===== src/rtl/smg_bcd_source_module.sv =====
// rtl/smg_bcd_source_module.sv - sequential double-dabble binary-to-BCD source for the 6-digit scan display
// Number_Sig/Overflow only move on the Done cycle so the scan logic never sees a partial result.
`timescale 1ns/1ps
module smg_bcd_source_module #(
    parameter int BIN_W   = 20,
    parameter int MAX_VAL = 999999
) (
    input  logic             CLK,
    input  logic             RSTn,
    input  logic             Start,
    input  logic [BIN_W-1:0] Binary_In,
    output logic [23:0]      Number_Sig,
    output logic             Busy,
    output logic             Done,
    output logic             Overflow
);

    typedef enum logic {
        S_IDLE,
        S_SHIFT
    } state_t;

    localparam logic [BIN_W-1:0] MAX_V = BIN_W'(MAX_VAL);
    localparam logic [4:0]       LAST  = 5'(BIN_W);

    state_t           state_q, state_d;
    logic [4:0]       cnt_q, cnt_d;
    logic [BIN_W-1:0] bin_q, bin_d;
    logic [23:0]      scr_q, scr_d;
    logic             ovf_pend_q, ovf_pend_d;
    logic [23:0]      num_q, num_d;
    logic             ovf_q, ovf_d;
    logic             done_q, done_d;

    logic [23:0]      adj;
    logic             over;

    assign over = (Binary_In > MAX_V);

    // Per-digit add-3 with no carry between digits.
    always_comb begin
        adj = scr_q;
        for (int i = 0; i < 6; i++) begin
            if (scr_q[i*4 +: 4] >= 4'd5) begin
                adj[i*4 +: 4] = scr_q[i*4 +: 4] + 4'd3;
            end
        end
    end

    always_comb begin
        state_d    = state_q;
        cnt_d      = cnt_q;
        bin_d      = bin_q;
        scr_d      = scr_q;
        ovf_pend_d = ovf_pend_q;
        num_d      = num_q;
        ovf_d      = ovf_q;
        done_d     = 1'b0;
        case (state_q)
            S_IDLE: begin
                if (Start) begin
                    bin_d      = over ? MAX_V : Binary_In;
                    ovf_pend_d = over;
                    scr_d      = 24'h000000;
                    cnt_d      = 5'd0;
                    state_d    = S_SHIFT;
                end
            end
            S_SHIFT: begin
                // Counter reaching BIN_W means all bits are in; publish the result.
                if (cnt_q == LAST) begin
                    num_d   = scr_q;
                    ovf_d   = ovf_pend_q;
                    done_d  = 1'b1;
                    state_d = S_IDLE;
                end else begin
                    scr_d = {adj[22:0], bin_q[BIN_W-1]};
                    bin_d = {bin_q[BIN_W-2:0], 1'b0};
                    cnt_d = cnt_q + 5'd1;
                end
            end
            default: state_d = S_IDLE;
        endcase
    end

    always_ff @(posedge CLK or negedge RSTn) begin
        if (!RSTn) begin
            state_q    <= S_IDLE;
            cnt_q      <= 5'd0;
            bin_q      <= '0;
            scr_q      <= 24'h000000;
            ovf_pend_q <= 1'b0;
            num_q      <= 24'h000000;
            ovf_q      <= 1'b0;
            done_q     <= 1'b0;
        end else begin
            state_q    <= state_d;
            cnt_q      <= cnt_d;
            bin_q      <= bin_d;
            scr_q      <= scr_d;
            ovf_pend_q <= ovf_pend_d;
            num_q      <= num_d;
            ovf_q      <= ovf_d;
            done_q     <= done_d;
        end
    end

    assign Number_Sig = num_q;
    assign Overflow   = ovf_q;
    assign Done       = done_q;
    assign Busy       = (state_q == S_SHIFT);

endmodule

===== config.mk =====
export PLATFORM = sky130hd
export DESIGN_NAME = smg_bcd_source_module
export DESIGN_NICKNAME = d
export VERILOG_FILES = /design/src/rtl/smg_bcd_source_module.sv
export SDC_FILE = /design/constraint.sdc
export NUM_CORES = 1
export LEC_CHECK = 0
export BUFFER_PORTS_ARGS = -buffer_cell sky130_fd_sc_hd__buf_2
export CAP_MARGIN = 25
export CORE_ASPECT_RATIO = 1.1
export CORE_MARGIN = 3
export CORE_UTILIZATION = 34
export DETAILED_ROUTE_END_ITERATION = 10
export PLACE_DENSITY = 0.62
export SLEW_MARGIN = 20
export SYNTH_ARGS = -nofsm -noshare
export SYNTH_HDL_FRONTEND = slang
export SYNTH_SLANG_ARGS = --single-unit

===== constraint.sdc =====
create_clock -name CLK -period 2.4 [get_ports CLK]
set_clock_uncertainty 0.2 [all_clocks]
set_input_delay 0.36 -clock CLK [delete_from_list [all_inputs] [get_ports CLK]]
set_output_delay 0.36 -clock CLK [all_outputs]
set_load 0.005 [all_outputs]

==> metrics.cfg <==
[sta]
relSlewSlack_pct=52.14
timing.hold.ws_ns=0.07359
drv_slew=0
fin_crit_ns=2.160
max_freq_mhz=463.0
finalHoldViolations=0
fin_setup_tns_ns=0
setup_viol=0
grt_setup_unrepaired=false
fin_crit_sh_pct=89.99
worstMarginPinSlew_ns=0.7179

[synth]
syn_inst=330
synth-edff-count=0
ys_seq_elements=77
yosys.area_share.simple_pct=10.60
ys_types=40
synth-xor-area-share_pct=3.102
synth_mux_area_share_pct=7.226
synth_top_family_by_area=compound AO/OA/AOI/OAI gates
ys.flop_type=dfrtp_1
synth_compound_area_share_pct=15.81
synth_seq_area_share_pct=52.49
syn_nets=367
yosys-top-cells-area=dfrtp_1 52%, ha_1 4.8%, o21ai_1 4.1%
avgSynthCellArea_sq_um=11.12
yosysTopAreaCellShare_pct=52.49
synth_fa_ha_area_share_pct=4.772
synth_top_area_cell=dfrtp_1
synth_area_sq_um=3671
async_reset_ff_share_pct=100.0
ys_warn_count=0

[power_and_ir_drop]
vdd_ir_drop_max_v=0.0005361
p_total_mw=6.011
powerDensity_nw_per_um2=1379
switching_share_pct=36.09
p_leak_nw=2.083
pwr-share-comb_pct=37.8
seqPwrFrac_pct=39.2
p_clk_share_pct=23.0
p_int_mw=3.842
p_switching_mw=2.169

[clock_network]
clock_path_buffers=2
cts_sinks=77
cts_buffers=9
ctsResizeCount=0
cts-htree-levels=3
clock_latency_ns=0.34
post_cts_buffers=0
cts_tree=done
ctsHoldBuffers=1
clkTransAtPathRegs_ns=0.06
root_buffer=clkbuf_16

[final_layout]
nets=418
multi_input_area_sq_um=1524
fillCellCount=1031
antennaDiodeCount=0
drive_gt1_share_pct=22.02
final-instance-count-excl-fill=529
area_delta_synth_final_pct=18.78
seq_area_sq_um=1927

[global_route]
grt_util_all_layers_pct=12.73
grt_pass1_wl_um=12400
antenna_found_initial=0
grt_max_degree=48
overflow=0
grt_pass1_vias=2579

[floorplanning]
ios=50
die_area_sq_um=12080
initial_utilization_pct=35.15
rows=39
coreArea_sq_um=10440
fp.dieW_um=105.1
fp.dieH_um=115.0

[critical_path]
r2r_cells=5
start_kind=flop
path_class=reg2reg
critical_path.cell_chain=inv_1, ha_1, nand4b_2, and2_1, a221o_1
cp-end-kind=flop
crit_family=simple AND/OR/NAND/NOR gates
cp.buffers_inverters=1
worstPathRequired_ns=2.41
critPathMaxFanout=17
crit_slowest_cell=and2_1
cp.arrival_ns=2.17
slowest_delay_ns=0.49
critical_path_depth=5

[placement]
place.gp.congestion=0.7794
dp_cells=512
hpwlAfterDp_um=5121
portBuffers=49

[route]
routed_wl_um=7302
drc_errors=0
ant_nets=0
post_drt_wl_per_cell_um=13.80
dr_total_vias=2615
vias_per_cell=4.943
drt_first_pass_iters=5
drt_iter0_drc=84

[min_path]
holdPathStages=3
hold_class=in2reg

[job]
maxCapViolations=0

[status]
outcome=complete, no violations

==> cells in the mapped netlist, drive strengths merged (6+ instances only) <==
master,count
dfrtp,77
o31ai,12
xor2,6
o21ai,43
buf,14
a21oi,7
nand3,21
ha,14
xnor2,7
nand3b,7
a32o,6
inv,23
a22oi,7
o221a,7
nand2,26
mux2,20
nand2b,8
==> per-layer routing <==
layer	GRT usage (%)	share of wire, %	vias up
li1	-	-	1291
met1	16.42	48	1258
met2	20.88	46	58
met3	3.874	5.2	8
met4	3.675	1.2	0
met5	0	0	-
==> placed cells by master, fill, tap and decap left out, types with 2 or more instances in the layout <==
cell type / n
and4b_1: 2
xnor2_1: 7
mux2i_1: 4
a22oi_2: 2
a22oi_1: 5
a32o_1: 6
ha_1: 14
a21oi_1: 7
nand3b_1: 7
nor2_1: 3
dfrtp_1: 77
xor2_1: 6
inv_1: 22
o31ai_1: 12
inv_6: 2
o221a_1: 7
clkbuf_16: 9
o21ai_1: 30
o21ai_0: 13
nor3_1: 2
buf_2: 48
mux2_1: 13
nand2_1: 25
nand3_1: 21
buf_4: 8
mux2_2: 7
nand2b_1: 8
clkinv_4: 3
==> power by group through the flow <==
stage	clock network, mW	registers (mW)	logic (mW)
2_1_floorplan	0	2.27	1.78
3_3_place_gp	0	2.36	2.22
3_5_place_dp	0	2.38	2.30
4_1_cts	1.42	2.36	2.31
5_1_grt	1.48	2.45	2.58
6_report	1.38	2.35	2.27
==> worst paths after layout <==
path,from,end,slack [ns]
worst max-delay path,cnt_q[0]$_DFFE_PN0P_,bin_q[15]$_DFFE_PN0P_,0.24
worst min-delay path,Binary_In[12],bin_q[12]$_DFFE_PN0P_,0.07
worst max register to register,cnt_q[0]$_DFFE_PN0P_,bin_q[15]$_DFFE_PN0P_,0.24
worst min register to register,Number_Sig[8]$_DFFE_PN0P_,Number_Sig[8]$_DFFE_PN0P_,0.28
max in group asynchronous,RSTn,cnt_q[1]$_DFFE_PN0P_,1.05
min in group asynchronous,RSTn,bin_q[3]$_DFFE_PN0P_,0.38
==> state kept, by name (all words and copies together), names as in the netlist <==
register    cells
Busy            1
Done            1
Number_Sig     24
Overflow        1
bin_q          20
cnt_q           5
ovf_pend_q      1
scr_q          24
==> cells by family after synthesis <==
| group | count (synthesis) |
|---|---|
| xor gates and xnor gates | 13 |
| AOI/OAI and AO/OA | 87 |
| and+or+nand+nor | 74 |
| buffers and inverters | 41 |
| muxes | 24 |
| DFF | 77 |
| adders and majority gates | 14 |
==> stage by stage <==
stage | setup WS [ns] | cell area (sq um) | utilization (%)
global route | 0.1217 | 4360 | 41.76
global placement | 0.3479 | 4041 | 38.70
CTS | 0.2421 | 4360 | 41.76
finish | 0.2403 | 4360 | 41.76
detailed placement | 0.2792 | 4041 | 38.70
floorplan | 0.5216 | 3671 | -
==> worst min-delay path: stages <==
cell,delay (ns)
buf_2,0.11
inv_1,0.04
o21ai_1,0.06
==> final cells by class <==
type                            instances  area share (%)
Clock buffer                            9           5.165
Inverter                               23           2.095
Tap cell                              143           4.103
Sequential cell                        77           44.19
Multi-Input combinational cell        212           34.95
Clock inverter                          7           1.923
Timing Repair Buffer                   58           7.575
Note: power is estimated with default switching activity, not from simulation.
